==> src/rtl/iir_coef_ctrl.sv <==
// rtl/iir_coef_ctrl.sv - double-buffered IIR coefficient bank with a swap aligned to sample_en
// Define IIR_COEF_CLR_EN to add a CLEAR state that holds filt_clr for CLR_CYCLES after each swap.
module iir_coef_ctrl #(
    parameter int COEF_W     = 18,
    parameter int FRAC       = 16,
    parameter int CLR_CYCLES = 4
) (
    input  logic                  clk,
    input  logic                  reset,
    input  logic                  cfg_valid,
    output logic                  cfg_ready,
    input  logic [2:0]            cfg_addr,
    input  logic [COEF_W-1:0]     cfg_data,
    input  logic                  commit,
    input  logic                  sample_en,
    output logic [5*COEF_W-1:0]   coef_bus,
    output logic                  filt_clr,
    output logic                  busy,
    output logic                  swap_done,
    output logic                  cfg_err
);

    typedef enum logic [1:0] {IDLE, PEND, SWAP, CLEAR} state_t;

    localparam logic [COEF_W-1:0] UNITY = {{(COEF_W-1){1'b0}}, 1'b1} << FRAC;

    state_t            state;
    logic [COEF_W-1:0] shadow [5];
    logic [COEF_W-1:0] active [5];
    logic              wr_acc;

    assign cfg_ready = (state == IDLE);
    assign busy      = (state != IDLE);
    assign wr_acc    = cfg_valid && cfg_ready;

    for (genvar g = 0; g < 5; g++) begin : g_bus
        assign coef_bus[g*COEF_W +: COEF_W] = active[g];
    end

`ifdef IIR_COEF_CLR_EN
    localparam int CW = (CLR_CYCLES > 1) ? $clog2(CLR_CYCLES) : 1;
    logic [CW-1:0] clr_cnt;
    assign filt_clr = (state == CLEAR);
`else
    assign filt_clr = 1'b0;
`endif

    always_ff @(posedge clk) begin
        if (reset) begin
            state     <= IDLE;
            swap_done <= 1'b0;
            cfg_err   <= 1'b0;
            for (int i = 0; i < 5; i++) begin
                shadow[i] <= (i == 0) ? UNITY : '0;
                active[i] <= (i == 0) ? UNITY : '0;
            end
`ifdef IIR_COEF_CLR_EN
            clr_cnt   <= '0;
`endif
        end else begin
            swap_done <= 1'b0;
            cfg_err   <= 1'b0;

            if (wr_acc) begin
                if (cfg_addr <= 3'd4)
                    shadow[cfg_addr] <= cfg_data;
                else
                    cfg_err <= 1'b1;
            end
            if (commit && state != IDLE)
                cfg_err <= 1'b1;

            case (state)
                IDLE: if (commit) state <= PEND;
                // A sample_en in the commit cycle is seen while still in IDLE, so it never counts.
                PEND: if (sample_en) state <= SWAP;
                SWAP: begin
                    for (int i = 0; i < 5; i++)
                        active[i] <= shadow[i];
                    swap_done <= 1'b1;
`ifdef IIR_COEF_CLR_EN
                    clr_cnt   <= '0;
                    state     <= CLEAR;
`else
                    state     <= IDLE;
`endif
                end
`ifdef IIR_COEF_CLR_EN
                CLEAR: begin
                    if (clr_cnt == CW'(CLR_CYCLES - 1))
                        state <= IDLE;
                    else
                        clr_cnt <= clr_cnt + CW'(1);
                end
`endif
                default: state <= IDLE;
            endcase
        end
    end

endmodule

==> config.mk <==
export PLATFORM = sky130hd
export DESIGN_NAME = iir_coef_ctrl
export DESIGN_NICKNAME = d
export VERILOG_FILES = /design/src/rtl/iir_coef_ctrl.sv
export SDC_FILE = /design/constraint.sdc
export NUM_CORES = 1
export LEC_CHECK = 0
export BUFFER_PORTS_ARGS = -buffer_cell sky130_fd_sc_hd__buf_2
export CAP_MARGIN = 20
export CORE_ASPECT_RATIO = 1.75
export CORE_MARGIN = 2
export CORE_UTILIZATION = 50
export DETAILED_ROUTE_END_ITERATION = 10
export PLACE_DENSITY = 0.71
export SYNTH_ARGS = -nofsm -noshare
export SYNTH_HDL_FRONTEND = slang
export SYNTH_SLANG_ARGS = --single-unit
==> constraint.sdc <==
create_clock -name clk -period 3.25 [get_ports clk]
set_input_delay 0.65 -clock clk [delete_from_list [all_inputs] [get_ports clk]]
set_output_delay 0.65 -clock clk [all_outputs]
set_load 0.05 [all_outputs]
==> Yosys cells after proc, flatten, opt, wreduce, memory -nomap -nowiden <==
Memory sizes are Yosys's and may differ from the RTL's.
Index checks and enable logic that the tools add are counted.
{ "totals": {"ramBits": 180, "elab_cells": 44, "output_inout_bits": 95, "register_bits": 4, "in_bits": 26, "n_memories": 2} }
{ "classes": {"order_cmp": 1, "muxes": 23, "bitwise": 5, "n_reduce_logical": 6, "eq_ne": 4} }
{ "memory_table": {"columns": ["memory", "depth", "width", "read_ports", "rd_clocked_by_memory_dff", "write_ports", "line", "text"], "rows": [
  ["active", 5, 18, 5, 0, 5, "29", "logic [COEF_W-1:0] active [5];"],
  ["shadow", 5, 18, 5, 0, 5, "28", "logic [COEF_W-1:0] shadow [5];"]
]} }
{ "ops": {"columns": ["op", "count"], "rows": [
  ["$mux W18", 6],
  ["$reduce_or A18 Y1", 1],
  ["$mux W1", 13],
  ["$or A1 B1 Y1", 5],
  ["$mux W2", 2],
  ["$pmux W2 S2", 1],
  ["$le A3 B3 Y1 const B", 1],
  ["$mux W3", 1],
  ["$eq A2 B1 Y1 const B", 1],
  ["$eq A2 B2 Y1 const B", 1],
  ["$logic_and A1 B1 Y1", 2],
  ["$logic_not A2 Y1", 1],
  ["$ne A2 B1 Y1 const B", 1],
  ["$ne A2 B2 Y1 const B", 1],
  ["$reduce_and A2 Y1", 1],
  ["$reduce_bool A2 Y1", 1]
]} }

==> Depth between registers and ports, before layout <==
Gate-level depths: netlist of run 1.
{ "depth": {"depth_word": 7, "ltp_mapped": 5, "depth_no_buf": 2} }

==> Worst setup path after synthesis of run 1 <==
No wires, ideal clock.
{ "synth_timing": {"path_type": "input to register", "startpoint": "input port reset", "endpoint": "memory active[0][0], enable pin", "t_required_ns": 2.803, "n_path_buf": 2, "setup_ns": 0.447, "arrival_time_ns": 2.978, "slack_ns": -0.176, "stages": 3, "cell_sequence": "clkbuf_1 -> clkbuf_1 -> a21o_1"} }
{ "synth_rtl": {"columns": ["element", "line", "text"], "rows": [
  ["start: declaration", "9", "input logic reset,"],
  ["end: declaration", "29", null]
]} }

==> flow_summary_export.csv, run 1 <==
group,metric,value,unit
run_status,status,"finished clean",
placement,io_buffers,119,
sta,tns,0,ns
worst_setup_path,crit_type,"register to register",
floorplan,row_count,58,
placement,gp_congestion,0.895,
final_layout,fin_nets,607,
cts,postCtsHoldBufs,0,
cts,cts_buffers,17,
floorplan,io_pins,121,
power_and_ir_drop,ir_worst_vdd,0.000354,V
sta,skew,0.00486,ns
cts,cts_setup_buffers,0,
sta,fin_crit,2.12,ns
worst_setup_path,worstPathMaxFanout,57,
final_layout,drive_gt1_share,30.4,%
synth,yosys-top-cells-area,"edfxtp_1 (75%), and2_1 (7.7%), nor2_1 (2.7%), nand4bb_1 (2.3%), nor4_1 (1.8%)",
synth,synth_warnings,0,
synth,synth_largest_area_cell,"edfxtp_1",
sta,hold_ws,0.475,ns
grt,antenna_found_initial,0,
worst_setup_path,crit_path_end_kind,"register",
cts,clk_path_buf_depth,2,
route,vias,3994,
cts,clk_pin_slew,0.06,ns
worst_setup_path,max_stage_delay,0.86,ns
route,detail-route-antenna-nets,0,
cts,clock_latency,0.41,ns
synth,yosysSeqAreaShare,75.9,%
placement,placed_cells,742,
sta,setup_viol,0,
cts,clock_sinks,184,
cts,root_buffer,"clkbuf_16",
final_layout,antenna_cells,0,
worst_setup_path,cpMaxStageDelayCell,"or4b_4",
power_and_ir_drop,power_density,616,nW/um2
final_layout,fin_area,8570,um2
worst_setup_path,cp-start-kind,"register",
grt,grt_pass1_wl,21.1,mm
route,dr.pass1.iters,5,
synth,synth.avg_cell_area,15.4,um2
route,avgRoutedWirePerCell,18.0,um
sta,tightest_slew,0.649,ns
hold_path,hold_path_depth,3,
grt,track_usage,19.0,%
synth,yosysTopAreaCellShare,74.8,%
sta,slew_viol_final,0,
worst_setup_path,r2r_setup_slack,1.13,ns
floorplan,dieArea,15500,um2
worst_setup_path,critical_path_arrival,2.21,ns
route,viasPerCell,5.17,
synth,synth_cell_types,27,
placement,hpwl,9.60,mm
floorplan,core,14200,um2
placement,detailed_place.area,7970,um2
cts,ctsResizeCount,0,
worst_setup_path,reg2reg_depth,3,
route,drcViolationCount,0,
floorplan,die_h,163,um
grt,grt_overflow,0,
sta,maxSlewHeadroom,56.8,%
sta,max_freq,472,MHz
hold_path,hold_class,"input port to register",
power_and_ir_drop,leakage,3.33,nW
grt,grt_start_max_net_pins,63,
grt,grt_pass1_vias,3991,
cts,cts_max_level,4,
worst_setup_path,worst_ep_required_time,3.35,ns
worst_setup_path,crit_chain,"or4b_4 > o21bai_1 > buf_4",
flow_run,maxCapViolations,0,
floorplan,die_width,94.9,um
final_layout,fin_cells,773,
sta,rsz0062_at_grt,"false",
synth,syn_nets,496,
final_layout,fin_util,60.3,%
synth,synth.cell_area,7230,um2
sta,fin_crit_sh,65.1,%
final_layout,synthToLayoutAreaGrowth,18.6,%
synth,syn_inst,470,
synth,ys_ff_latch,184,
route,drt-initial-drc-count,302,
floorplan,initial_core_util,50.8,%
cts,cts_tree,"done",
route,totalWireLength,13.9,mm
sta,finalHoldViolations,0,
==> through the flow <==
stage / power, mW / setup WS (ns)
after floorplan: 3.11 / 0.386
after global placement: 3.22 / 0.845
after detailed placement: 3.23 / 0.749
after CTS: 5.30 / 1.15
after global routing: 5.41 / 1.03
final: 5.28 / 1.13
==> layer usage <==
layer	GRT usage (%)	wire length (um)
met1	21.8	5110
met5	0	0
met3	4.61	724
met4	9.62	539
met2	32.5	7560
==> cells in the mapped netlist (all sizes together) <==
cell type / number
or2: 1
o32ai: 1
buf: 11
a211oi: 1
or4b: 13
clkbuf: 27
a21o: 1
and2: 89
nor4: 21
nand2: 1
conb: 1
nor2: 52
nor3: 19
or3b: 1
nand4bb: 15
or4: 1
dfxtp: 4
inv: 20
nor3b: 1
nand2b: 5
edfxtp: 180
o21bai: 5
==> final cells by class <==
cell class	instances	area (um2)
multi-input cells	228	1490
repair buffers	130	691
inverters	20	75.1
clock inverters	13	178
flip-flops and latches	184	5490
clock buffers	18	429
fillers	1142	5650
well taps	180	225
==> power by group <==
| part | internal (mW) | switching (mW) |
|---|---|---|
| combinational | 0.0871 | 0.355 |
| sequential | 2.70 | 0.0301 |
| clock | 1.28 | 0.822 |
==> worst max-delay path, delay by kind of cell (launching register included) <==
| family | cells | cell delay (ns) |
|---|---|---|
| AOI/OAI and AO/OA | 1 | 0.23 |
| DFF | 1 | 0.41 |
| and+or+nand+nor | 1 | 0.86 |
| buffers and inverters | 1 | 0.28 |
==> state kept, by name, summed over array words and instances (netlist names) <==
| register | flops |
|---|---|
| state | 2 |
| active | 90 |
| swap_done | 1 |
| shadow | 90 |
| cfg_err | 1 |
==> cell usage in the layout, fill, tap and decap left out, types with 3 or more instances in the layout <==
| cell | netlist | layout |
|---|---|---|
| dfxtp_1 | 4 | 4 |
| edfxtp_1 | 180 | 180 |
| nor4_1 | 21 | 21 |
| and2_1 | 89 | 89 |
| inv_1 | 20 | 20 |
| clkinv_2 | 0 | 3 |
| nand2b_1 | 5 | 5 |
| bufinv_16 | 0 | 4 |
| or4b_2 | 5 | 5 |
| clkbuf_16 | 0 | 17 |
| nor3_2 | 12 | 12 |
| clkinv_4 | 0 | 3 |
| nand4bb_1 | 15 | 15 |
| buf_2 | 4 | 119 |
| o21bai_1 | 5 | 5 |
| or4b_1 | 7 | 7 |
| nor2_1 | 52 | 52 |
| buf_4 | 2 | 10 |
| nor3_1 | 7 | 7 |
==> kinds of logic (layout without fill, tap and decap cells) <==
group           count (synthesis)  after routing  share of synthesized area, %
compound gates                  8              8                         0.848
buf+inv                        58            181                          3.70
flops                         184            184                          75.9
other cells                     1              1                        0.0519
simple gates                  219            219                          19.5
==> final timing paths <==
check | startpoint | end
max | state[0] | shadow[2][16]
min | sample_en | state[1]
max reg2reg | state[0] | shadow[2][16]
min reg2reg | shadow[1][8] | active[0][26]
No activity file was read; power rests on OpenSTA's default activity.
==> run 2: changes to the inputs <==
Settings changed: CORE_UTILIZATION 50 to 56, PLACE_DENSITY 0.71 to 0.75.
Clock period 3.25 ns to 2.1 ns, I/O delays scaled along.
==> run 2 against run 1 <==
First-iteration DRC count rose by 7.3%; worst setup slack got worse by 1.0 ns; die area fell by 10%; clock skew grew 0.0043 ns; count of clock-buffer cells in the layout unchanged; sequential share of layout area is 0.95 points lower; total power grew 52%.
==> flow_summary_export.csv, run 2 (synthesis gave the netlist of run 1 again) <==
group,metric,value,unit
power_and_ir_drop,leakage,3.39,nW
sta,rsz0062_at_grt,"false",
grt,grt_start_max_net_pins,92,
sta,setup_viol,0,
final_layout,drive_gt1_share,32.5,%
grt,antenna_found_initial,0,
grt,grt_pass1_vias,4102,
grt,grt_overflow,0,
cts,postCtsHoldBufs,0,
placement,dpl_worst_slack,0.0849,ns
final_layout,final_cell_mix,"edfxtp_1 (180), buf_2 (119), and2_1 (89), nor2_1 (52), nor4_1 (21)",
run_status,status,"finished clean",
worst_setup_path,cp_num_buf_inv,1,
final_layout,fin_nets,617,
final_layout,top_regs,"active x90, shadow x90, state x2",
cts,cts_setup_buffers,0,
final_layout,synthToLayoutAreaGrowth,20.4,%
sta,hold_ws,0.231,ns
worst_setup_path,crit_chain,"or4b_4 > buf_4 > nor4_1",
grt,track_usage,20.8,%
floorplan,row_count,54,
worst_setup_path,worst_ep_required_time,2.31,ns
cts,cts_tree,"done",
cts,clk_pin_slew,0.07,ns
route,avgRoutedWirePerCell,18.0,um
worst_setup_path,r2r_setup_slack,0.13,ns
floorplan,die_h,154,um
cts,cts_max_level,4,
sta,fin_crit,1.97,ns
floorplan,io_pins,121,
floorplan,initial_core_util,57.5,%
cts,clk_path_buf_depth,2,
sta,finalHoldViolations,0,
sta,fin_crit_sh,94.0,%
worst_setup_path,cp-start-kind,"register",
route,vias,4095,
cts,root_buffer,"clkbuf_16",
floorplan,dieArea,13900,um2
placement,hpwl,9.87,mm
route,viasPerCell,5.30,
cts,clock_latency,0.42,ns
worst_setup_path,worstPathMaxFanout,25,
route,totalWireLength,13.9,mm
worst_setup_path,max_stage_delay,0.72,ns
grt,grt_pass1_wl,21.4,mm
floorplan,core,12600,um2
sta,slew_viol_final,0,
placement,io_buffers,119,
cts,ctsResizeCount,0,
sta,skew,0.00918,ns
flow_run,maxCapViolations,0,
placement,gp_congestion,0.938,
worst_setup_path,crit_type,"register to register",
worst_setup_path,cpMaxStageDelayCell,"or4b_4",
route,detail-route-antenna-nets,0,
final_layout,final_common_cell,"edfxtp_1",
route,dr.pass1.iters,4,
sta,max_freq,506,MHz
route,drcViolationCount,0,
final_layout,fill_cells,900,
power_and_ir_drop,power_density,925,nW/um2
worst_setup_path,cp_top_family,"simple AND/OR/NAND/NOR gates",
final_layout,antenna_cells,0,
cts,clock_sinks,184,
power_and_ir_drop,ir_worst_vdd,0.000630,V
cts,cts_buffers,17,
floorplan,die_width,89.9,um
route,drt-initial-drc-count,324,
hold_path,hold_class,"input port to register",
sta,fin_ws,0.126,ns
worst_setup_path,crit_path_end_kind,"register",
worst_setup_path,critical_path_arrival,2.19,ns
## run 2: final timing paths
| check | from | to | cells past startpoint |
|---|---|---|---|
| worst min-delay path | sample_en | state[1] | 3 |
| worst min register to register | shadow[0][16] | active[0][16] | 1 |
| worst max register to register | state[0] | shadow[2][15] | 3 |
| worst max-delay path | state[0] | shadow[2][15] | 3 |
## run 2: through the flow
stage                     instances  area [um2]  util (%)  TNS [ns]  power, mW
after CTS                       772        8700      69.2         0       8.07
after detailed placement        740        8120      64.6         0       5.04
after global placement          740        8120      64.6         0       5.02
final                           772        8700      69.2         0       8.05
after global routing            772        8700      69.2         0       8.24
after floorplan                 470        7270         -    -0.406       4.82
## run 2: where the power goes
group          leakage [nW]  switching, mW  internal, mW  total (mW)
combinational          1.21          0.560         0.165       0.726
clock                 0.274           1.33          1.76        3.09
sequential             1.90         0.0467          4.18        4.23
## run 2: worst reg2reg max path, stage by stage (launching register included)
cell and delay [ns]:
dfxtp_1 0.41, or4b_4 0.72, buf_4 0.31, nor4_1 0.33
## run 2: final cells by class
class | instances | area (um2) | area share, %
Multi-Input combinational cell | 228 | 1520 | 17.5
Clock buffer | 18 | 429 | 4.93
Sequential cell | 184 | 5490 | 63.0
Inverter | 20 | 75.1 | 0.863
Tap cell | 168 | 210 | 2.42
Clock inverter | 14 | 150 | 1.73
Timing Repair Buffer | 140 | 828 | 9.52
## run 2: metal layers
layer | vias to the layer above | wire length (um) | track usage, %
met4 | 0 | 653 | 10.7
met1 | 1938 | 5010 | 22.6
met5 | - | 0 | 0
met3 | 48 | 737 | 4.72
li1 | 1930 | - | -
met2 | 179 | 7520 | 37.8
